<file path="config.mk">
export PLATFORM = sky130hd
export DESIGN_NAME = pixel_stream_receiver
export DESIGN_NICKNAME = d
export VERILOG_FILES = /design/src/rtl/pixel_stream_pkg.sv /design/src/rtl/frame_position_counter.sv /design/src/rtl/pixel_stream_receiver.sv
export SDC_FILE = /design/constraint.sdc
export NUM_CORES = 1
export LEC_CHECK = 0
export CORE_ASPECT_RATIO = 1.75
export CORE_MARGIN = 2
export CORE_UTILIZATION = 45
export CTS_CLUSTER_SIZE = 24
export DETAILED_ROUTE_END_ITERATION = 8
export GPL_TIMING_DRIVEN = 0
export PLACE_DENSITY = 0.69
export SYNTH_ARGS = -nofsm -noshare
export SYNTH_HDL_FRONTEND = slang
export SYNTH_SLANG_ARGS = --single-unit
</file>
<file path="constraint.sdc">
create_clock -name in_stream_aclk -period 4.4 [get_ports in_stream_aclk]
set_input_delay 0.44 -clock in_stream_aclk [delete_from_list [all_inputs] [get_ports in_stream_aclk]]
set_output_delay 0.44 -clock in_stream_aclk [all_outputs]
set_load 0.05 [all_outputs]
</file>
<file path="src/rtl/pixel_stream_pkg.sv">
// Shared constants for the pixel stream receiver and the pixel generator.
// Holds frame geometry defaults, FSM state encoding and err_flags bit positions.
// Optional feature macro used by the receiver top: RX_BACKPRESSURE_EN.
package pixel_stream_pkg;

    // Default frame geometry
    localparam int X_SIZE_DEF = 640;
    localparam int Y_SIZE_DEF = 480;

    // FSM state encoding
    localparam logic [0:0] ST_WAIT_SOF = 1'b0;
    localparam logic [0:0] ST_RECV     = 1'b1;

    // err_flags bit indices
    localparam int ERR_EARLY_SOF   = 0;
    localparam int ERR_EARLY_EOF   = 1;
    localparam int ERR_MISSING_EOF = 2;
    localparam int ERR_BAD_KEEP    = 3;
    localparam int ERR_W           = 4;

    // Counter width for a range of n values, never below one bit
    function automatic int cnt_w(input int n);
        return (n > 1) ? $clog2(n) : 1;
    endfunction

endpackage

</file>
<file path="src/rtl/frame_position_counter.sv">
// Tracks the (x,y) position of the next expected pixel within a frame.
// Latency: position and flags update on the edge after sof/adv/clr; flags are registered-state decodes.
// Backpressure: none; it only moves when the caller signals an accepted beat.
module frame_position_counter
    import pixel_stream_pkg::*;
#(
    parameter int X_SIZE = X_SIZE_DEF,
    parameter int Y_SIZE = Y_SIZE_DEF
) (
    input  logic clk_i,
    input  logic rst_n_i,
    input  logic sof_i,      // accepted beat is pixel (0,0)
    input  logic adv_i,      // accepted beat is at the current position
    input  logic clr_i,      // frame ended or aborted: back to origin
    output logic last_x_o,
    output logic last_y_o,
    output logic first_o
);

    localparam int XW = cnt_w(X_SIZE);
    localparam int YW = cnt_w(Y_SIZE);
    localparam logic [XW-1:0] X_LAST = XW'(X_SIZE - 1);
    localparam logic [YW-1:0] Y_LAST = YW'(Y_SIZE - 1);

    logic [XW-1:0] x_q, x_d, base_x;
    logic [YW-1:0] y_q, y_d, base_y;

    // Step from the beat's position (origin for an SOF beat) to the next one
    always_comb begin
        base_x = sof_i ? '0 : x_q;
        base_y = sof_i ? '0 : y_q;
        x_d    = x_q;
        y_d    = y_q;
        if (clr_i) begin
            x_d = '0;
            y_d = '0;
        end else if (sof_i || adv_i) begin
            if (base_x == X_LAST) begin
                x_d = '0;
                y_d = (base_y == Y_LAST) ? '0 : base_y + YW'(1);
            end else begin
                x_d = base_x + XW'(1);
                y_d = base_y;
            end
        end
    end

    // Position registers
    always_ff @(posedge clk_i) begin
        if (!rst_n_i) begin
            x_q <= '0;
            y_q <= '0;
        end else begin
            x_q <= x_d;
            y_q <= y_d;
        end
    end

    assign last_x_o = (x_q == X_LAST);
    assign last_y_o = (y_q == Y_LAST);
    assign first_o  = (x_q == '0) && (y_q == '0);

endmodule

</file>
<file path="src/rtl/pixel_stream_receiver.sv">
// AXI-Stream video sink: frames pixels by SOF/EOF, checksums each frame, counts frames/drops, flags errors.
// Latency: frame_done/frame_checksum/frame_count valid 1 cycle after the final handshake.
// Backpressure: tready high out of reset; with RX_BACKPRESSURE_EN it drops one cycle in every four.
module pixel_stream_receiver
    import pixel_stream_pkg::*;
#(
    parameter int X_SIZE = X_SIZE_DEF,
    parameter int Y_SIZE = Y_SIZE_DEF
) (
    input  logic             in_stream_aclk,
    input  logic             periph_resetn,
    input  logic [31:0]      in_stream_tdata,
    input  logic [3:0]       in_stream_tkeep,
    input  logic             in_stream_tlast,
    input  logic             in_stream_tuser,
    input  logic             in_stream_tvalid,
    output logic             in_stream_tready,
    input  logic             clear_errors,
    output logic             frame_done,
    output logic [31:0]      frame_checksum,
    output logic [15:0]      frame_count,
    output logic [15:0]      drop_count,
    output logic [ERR_W-1:0] err_flags
);

    // A one-pixel frame completes on its SOF beat
    localparam logic ONE_PIX = (X_SIZE * Y_SIZE == 1);

    logic             rdy;
    logic             hs;
    logic [0:0]       state_q, state_d;
    logic [31:0]      sum_q, sum_d, pix_sum;
    logic [31:0]      cks_q;
    logic [15:0]      fcnt_q;
    logic [15:0]      drop_q, drop_d;
    logic [ERR_W-1:0] err_q, new_err;
    logic             done_q;
    logic             complete, abort;
    logic             pos_sof, pos_adv, pos_clr;
    logic             last_x, last_y, first;
    logic             is_last_pos;

`ifdef RX_BACKPRESSURE_EN
    logic [1:0] bp_cnt_q;

    // Free-running phase counter; tready drops when it reads 3
    always_ff @(posedge in_stream_aclk) begin
        if (!periph_resetn) bp_cnt_q <= 2'd0;
        else                bp_cnt_q <= bp_cnt_q + 2'd1;
    end

    assign rdy = periph_resetn & (bp_cnt_q != 2'd3);
`else
    assign rdy = periph_resetn;
`endif

    assign in_stream_tready = rdy;
    assign hs               = in_stream_tvalid & rdy;

    frame_position_counter #(
        .X_SIZE (X_SIZE),
        .Y_SIZE (Y_SIZE)
    ) u_pos (
        .clk_i    (in_stream_aclk),
        .rst_n_i  (periph_resetn),
        .sof_i    (pos_sof),
        .adv_i    (pos_adv),
        .clr_i    (pos_clr),
        .last_x_o (last_x),
        .last_y_o (last_y),
        .first_o  (first)
    );

    // A restart taken mid-frame sits at the origin, not at the counter's position
    assign is_last_pos = (in_stream_tuser && !first) ? ONE_PIX : (last_x & last_y);

    // Per-beat decision: drop, start, continue, complete or abort
    always_comb begin
        state_d  = state_q;
        sum_d    = sum_q;
        pix_sum  = '0;
        drop_d   = drop_q;
        new_err  = '0;
        complete = 1'b0;
        abort    = 1'b0;
        pos_sof  = 1'b0;
        pos_adv  = 1'b0;
        if (hs) begin
            if (in_stream_tkeep != 4'b1111) new_err[ERR_BAD_KEEP] = 1'b1;
            if (state_q == ST_WAIT_SOF && !in_stream_tuser) begin
                if (drop_q != 16'hFFFF) drop_d = drop_q + 16'd1;
            end else begin
                pix_sum = in_stream_tuser ? in_stream_tdata : sum_q + in_stream_tdata;
                sum_d   = pix_sum;
                pos_sof = in_stream_tuser;
                pos_adv = ~in_stream_tuser;
                if (state_q == ST_RECV && in_stream_tuser) new_err[ERR_EARLY_SOF] = 1'b1;
                if (in_stream_tlast && !is_last_pos) begin
                    new_err[ERR_EARLY_EOF] = 1'b1;
                    abort   = 1'b1;
                    state_d = ST_WAIT_SOF;
                end else if (is_last_pos) begin
                    if (!in_stream_tlast) new_err[ERR_MISSING_EOF] = 1'b1;
                    complete = 1'b1;
                    state_d  = ST_WAIT_SOF;
                end else begin
                    state_d = ST_RECV;
                end
            end
        end
    end

    assign pos_clr = complete | abort;

    // State, accumulator, counters and sticky error flags
    always_ff @(posedge in_stream_aclk) begin
        if (!periph_resetn) begin
            state_q <= ST_WAIT_SOF;
            sum_q   <= '0;
            cks_q   <= '0;
            fcnt_q  <= '0;
            drop_q  <= '0;
            err_q   <= '0;
            done_q  <= 1'b0;
        end else begin
            state_q <= state_d;
            sum_q   <= sum_d;
            drop_q  <= drop_d;
            err_q   <= (clear_errors ? '0 : err_q) | new_err;
            done_q  <= complete;
            if (complete) begin
                cks_q  <= pix_sum;
                fcnt_q <= fcnt_q + 16'd1;
            end
        end
    end

    assign frame_done     = done_q;
    assign frame_checksum = cks_q;
    assign frame_count    = fcnt_q;
    assign drop_count     = drop_q;
    assign err_flags      = err_q;

endmodule

</file>
======== Yosys cells after proc, flatten, opt, wreduce, memory -nomap -nowiden ========
Cells that the tools add are included.
word-level totals
  input port bits ......................... 42
  register bits after elaboration ......... 121
  output and inout port bits .............. 70
  word-level logic and storage cells ...... 72
operators by class
  eq/ne operators ......................... 6
  muxes and demuxes ....................... 30
  bitwise logic cells ..................... 8
  reductions and logical operators ........ 14
  add/sub/neg operators ................... 5
operators by type and width
  cell                                                              count
  32-bit two-way mux                                                3
  16-bit by 1-bit adder with 16-bit output (second input constant)  2
  32-bit adder                                                      1
  9-bit two-way mux                                                 3
  10-bit equality test (second input constant)                      2
  10-bit two-way mux                                                2
  1-bit two-way mux                                                 19
  9-bit equality test (second input constant)                       2
  16-bit != test (second input constant)                            1
  10-bit by 1-bit adder with 10-bit output (second input constant)  1
  10-bit logical NOT                                                1
  9-bit by 1-bit adder with 9-bit output (second input constant)    1
  9-bit logical NOT                                                 1
  4-bit two-way mux                                                 2
  1-bit logical AND                                                 5
  4-bit != test (second input constant)                             1
  1-bit NOT                                                         4
  4-bit bitwise OR                                                  1
  1-bit logical NOT                                                 3
  3-bit two-way mux                                                 1
  3-bit AND reduction                                               1
  1-bit bitwise AND                                                 2
  2-bit AND reduction                                               1
  2-bit OR reduction                                                1
  2 further kinds                                                   2

======== Depth between registers and ports, before layout ========
  depth in word-level cells ............... 12
  mapped depth ............................ 12
  mapped depth without buffers ............ 11

======== Cells and area by module ========
Synthesis repeated with hierarchy kept, for this count alone.
unflattened totals
  cell total of the unflattened synthesis .. 834
  area, all modules ....................... 6892.9 um^2
modules (own cells, without submodules)
  module                  area an instance (um^2)  cells each  times used  sequential area each (um^2)
  pixel_stream_receiver   5834.3                   702         1           2042.0
  frame_position_counter  1058.5                   132         1           380.4

======== Least setup slack after synthesis ========
OpenSTA, ideal clock, no wires.
  path kind ............................... input -> register
  start ................................... input port in_stream_tuser
  end ..................................... register u_pos.y_q[3]
  setup slack ............................. 1721 ps
  setup time .............................. 128 ps
  stages on the path ...................... 12
  required time ........................... 4272 ps
  path buffers ............................ 1
  arrival time ............................ 2551 ps
  cells stage by stage .................... buf_1 -> nand3_1 -> and2_1 -> ha_1 -> nand3_1 -> nor4_1 -> nand2_1 -> o41ai_1 -> or2_2 -> nor2b_1 -> o21ai_0 -> a21oi_1
on the way
  cells in the longest elaborated chain, start to end .. 9
  elaborated cells on any way between the ends .. 28
  classes of those cells .................. 1 x add/sub; 2 x eq/ne; 16 x mux; 2 x bitwise; 7 x reduce/logical
RTL lines
  what                                                                            line                          RTL
  start: declaration                                                              pixel_stream_receiver.sv:15   input logic in_stream_tuser,
  branches (longest 9 deep; another with 9-bit by 1-bit adder with 9-bit output)  --
  end signal: assignment                                                          frame_position_counter.sv:55  y_q <= y_d;
  end: declaration                                                                frame_position_counter.sv:26  logic [YW-1:0] y_q, y_d, base_y;
Several ways; the timed one is not identified.
A chain may end at the register's enable or synchronous reset.

======== Worst setup path after layout ========
Ends and elaborated chain as after synthesis.

==> qor.yml <==
detailed_routing:
  totalWireLength_um: 20700
  ant_nets: 0
  avgViaCountPerCell: 5.77
  post-route-drc-count: 0
  drtIter0Drc: 451
  drt_pre_antenna_iters: 5
  routedWlPerCell_um: 17.7
  vias: 6766
layout:
  synthToLayoutAreaGrowth_pct: 28.7
  utilization: 0.588
  mostFrequentLayoutCells: "dfxtp_1 (121), clkdlybuf4s50_1 (109), nor2_1 (108)"
  drive_above_1_share: 0.0526
  layout_commonest_cell: "dfxtp_1"
  insertedDiodeCount: 0
  final_nets: 1054
timing:
  slew_headroom: 0.466
  period_share: 0.833
  fmax_mhz: 273
  finalSetupViolCount: 0
  grt_setup_unrepaired: "false"
  finClkSkew_ns: 0.00769
  fin_crit_ns: 3.66
  finalHoldViolations: 0
  slew_violations: 0
  final.setup.tns_ns: 0
  tightestPinTransition_ns: 0.801
logic_synthesis:
  synth_ff_type: "dfxtp_1"
  synth.avg_cell_area_um2: 7.96
  async_reset_ff_frac: 0
  synth_area_mm2: 0.00675
  synth_fp_nets: 926
  seq_area_frac_synth: 0.359
  synth_cell_types: 56
  syn_inst: 848
  synth_edf_count: 0
  yosys_warnings: 0
  yosys_register_bits: 121
clock_tree:
  clk_pin_slew_ns: 0.06
  hold_buffers: 0
  clk_latency_ns: 0.42
  cts_tree: "done"
  clock_path_buffers: 2
  cts_resized: 0
  root_buffer: "clkbuf_16"
  cts_num_sinks: 121
  cts_setup_buffers: 0
  h-tree-depth: 4
  cts_buffers: 17
grt:
  grt_use_total: 0.265
  grt-ovfl-total: 0
  grt_pass1_wl_um: 32800
  antenna_found_initial: 0
  grt_start_max_net_pins: 17
  grt_pass1_vias: 6644
setup_path:
  crit_type: "input pin to register"
  crit_path_end_kind: "register"
  critPathMostFrequentCell: "nand3_1"
  critPathRequiredTime_ns: 4.70
  critPathSlowestCell: "o41ai_1"
  cp.arrival_ns: 3.96
  crit_path_max_incr_delay_ns: 0.63
  cp_cell_sequence: "clkdlybuf4s50_1, buf_1, nand3_1, and2_1, ha_1, nand3_1, nor4_1, nand2_1, o41ai_1, or2_2, nor2b_1, o21ai_0, a21oi_1"
  worst_setup_path_start_kind: "input pin"
  crit_fanout: 10
floorplan:
  die_area_mm2: 0.0160
  pin_count: 112
  die_y_um: 166
  initial_core_util: 0.457
  die_width_um: 96.6
  rows: 59
  core_area_mm2: 0.0148
pwr:
  power_mw: 3.01
  irDropWorstVdd_mv: 0.335
  combPwrFrac: 0.134
  clkPwrFrac: 0.492
  p_seq_frac: 0.374
  switchingPower_mw: 0.837
  internal_power_mw: 2.18
  cellPowerDensity_mw_per_mm2: 347
  leakagePower_nw: 3.17
  switching_share: 0.278
placement:
  gp_congestion: 0.929
  place.port_buffers: 109
  dp_hpwl_um: 15400
run_status:
  status: "finished, final reports clean"
run:
  cap_violations: 0
worst_hold_path:
  hold_path_class: "input pin to register"
[final timing paths]
check                     start                  to  slack (ns)  cells past startpoint
max             in_stream_tuser        u_pos.y_q[3]        0.74                     13
min reg2reg  frame_checksum[30]  frame_checksum[30]        0.45                      2
max reg2reg           sum_q[23]           sum_q[31]        1.44                     10
min            in_stream_tvalid        err_flags[3]        0.43                      3
[worst max-delay path, delay by kind of cell]
| family | cells | cell delay [ns] |
|---|---|---|
| compound gates | 3 | 0.84 |
| fa+ha+maj | 1 | 0.23 |
| buf+inv | 2 | 0.86 |
| simple gates | 7 | 1.58 |
[power by group through the flow]
stage	sequential, mW	combinational (mW)	clock, mW
after floorplan	1.15	0.261	0
after CTS	1.13	0.399	1.49
final	1.13	0.403	1.48
after global routing	1.13	0.443	1.55
after global placement	1.15	0.396	0
after detailed placement	1.15	0.397	0
[stage by stage]
stage,hold slack (ns),std cells,setup slack [ns],cell area (µm²)
2_1_floorplan,0.436,848,1.72,6750
3_3_place_gp,0.433,1140,0.400,8070
3_5_place_dp,0.442,1140,0.372,8070
4_1_cts,0.432,1172,0.803,8690
5_1_grt,0.467,1172,0.392,8690
6_report,0.435,1172,0.736,8690
[kinds of logic after synthesis]
kind of cell / count (synthesis) / share of synthesized area
compound gates: 247 / 0.222
xor+xnor: 52 / 0.0675
mux: 14 / 0.0208
flops: 121 / 0.359
buf+inv: 59 / 0.0350
fa+ha+maj: 36 / 0.0679
simple gates: 319 / 0.228
[area by class of cell]
type / instances / area, µm²
inverter: 15 / 56.3
multi-input combinational: 668 / 4090
clock buffer: 17 / 425
timing repair buffer: 109 / 1090
tap: 183 / 229
sequential: 121 / 2420
buffer: 44 / 180
fill: 1407 / 6080
clock inverter: 15 / 193
[metal layers]
layer,GRT usage,up-vias,share of wire
met1,0.287,3166,0.39
met5,0,-,0
met3,0.0590,55,0.055
li1,-,3320,-
met2,0.474,225,0.52
met4,0.121,0,0.036
[flip-flops by register name (all words and copies together) (netlist names)]
| name | cells |
|---|---|
| err_flags | 4 |
| u_pos.y_q | 9 |
| frame_count | 16 |
| u_pos.x_q | 10 |
| state_q | 1 |
| frame_checksum | 32 |
| frame_done | 1 |
| drop_count | 16 |
| sum_q | 32 |
[synthesized netlist by cell type, types with 2 or more instances]
master    count  area [µm²]
ha_1         35         438
a21boi_0      3        22.5
and4_1        3        26.3
o21a_1        6        45.0
a32oi_1       3        26.3
nand3_1      35         175
o21ai_0      76         380
nor2b_1       6        37.5
clkbuf_1     30         113
o41ai_1       2        17.5
a22oi_1       6        45.0
o211a_1       2        20.0
a22o_1        6        52.6
and3_1        5        31.3
o21bai_1      7        52.6
mux2i_1      14         140
nor2_1      108         405
or2_2         4        25.0
a41oi_1       2        17.5
nand4_1      21         131
a21oi_1      76         380
a31oi_1      10        62.6
nand2_1      71         267
o31ai_1       2        15.0
nand4b_1      2        17.5
a211oi_1     21         158
nand3b_1      4        30.0
nand2b_1      3        18.8
nor4_1        3        18.8
a21o_1        8        60.1
xnor2_1      28         245
a32o_1        2        20.0
dfxtp_1     121        2420
o211ai_1     11        82.6
or3_1        15        93.8
nor3b_1       4        30.0
xor2_1       24         210
nor3_1       15        75.1
and2_1       14        87.6
inv_1        14        52.6
buf_2         8        40.0
buf_1         4        15.0
Note: power is estimated with default switching activity, not from simulation.
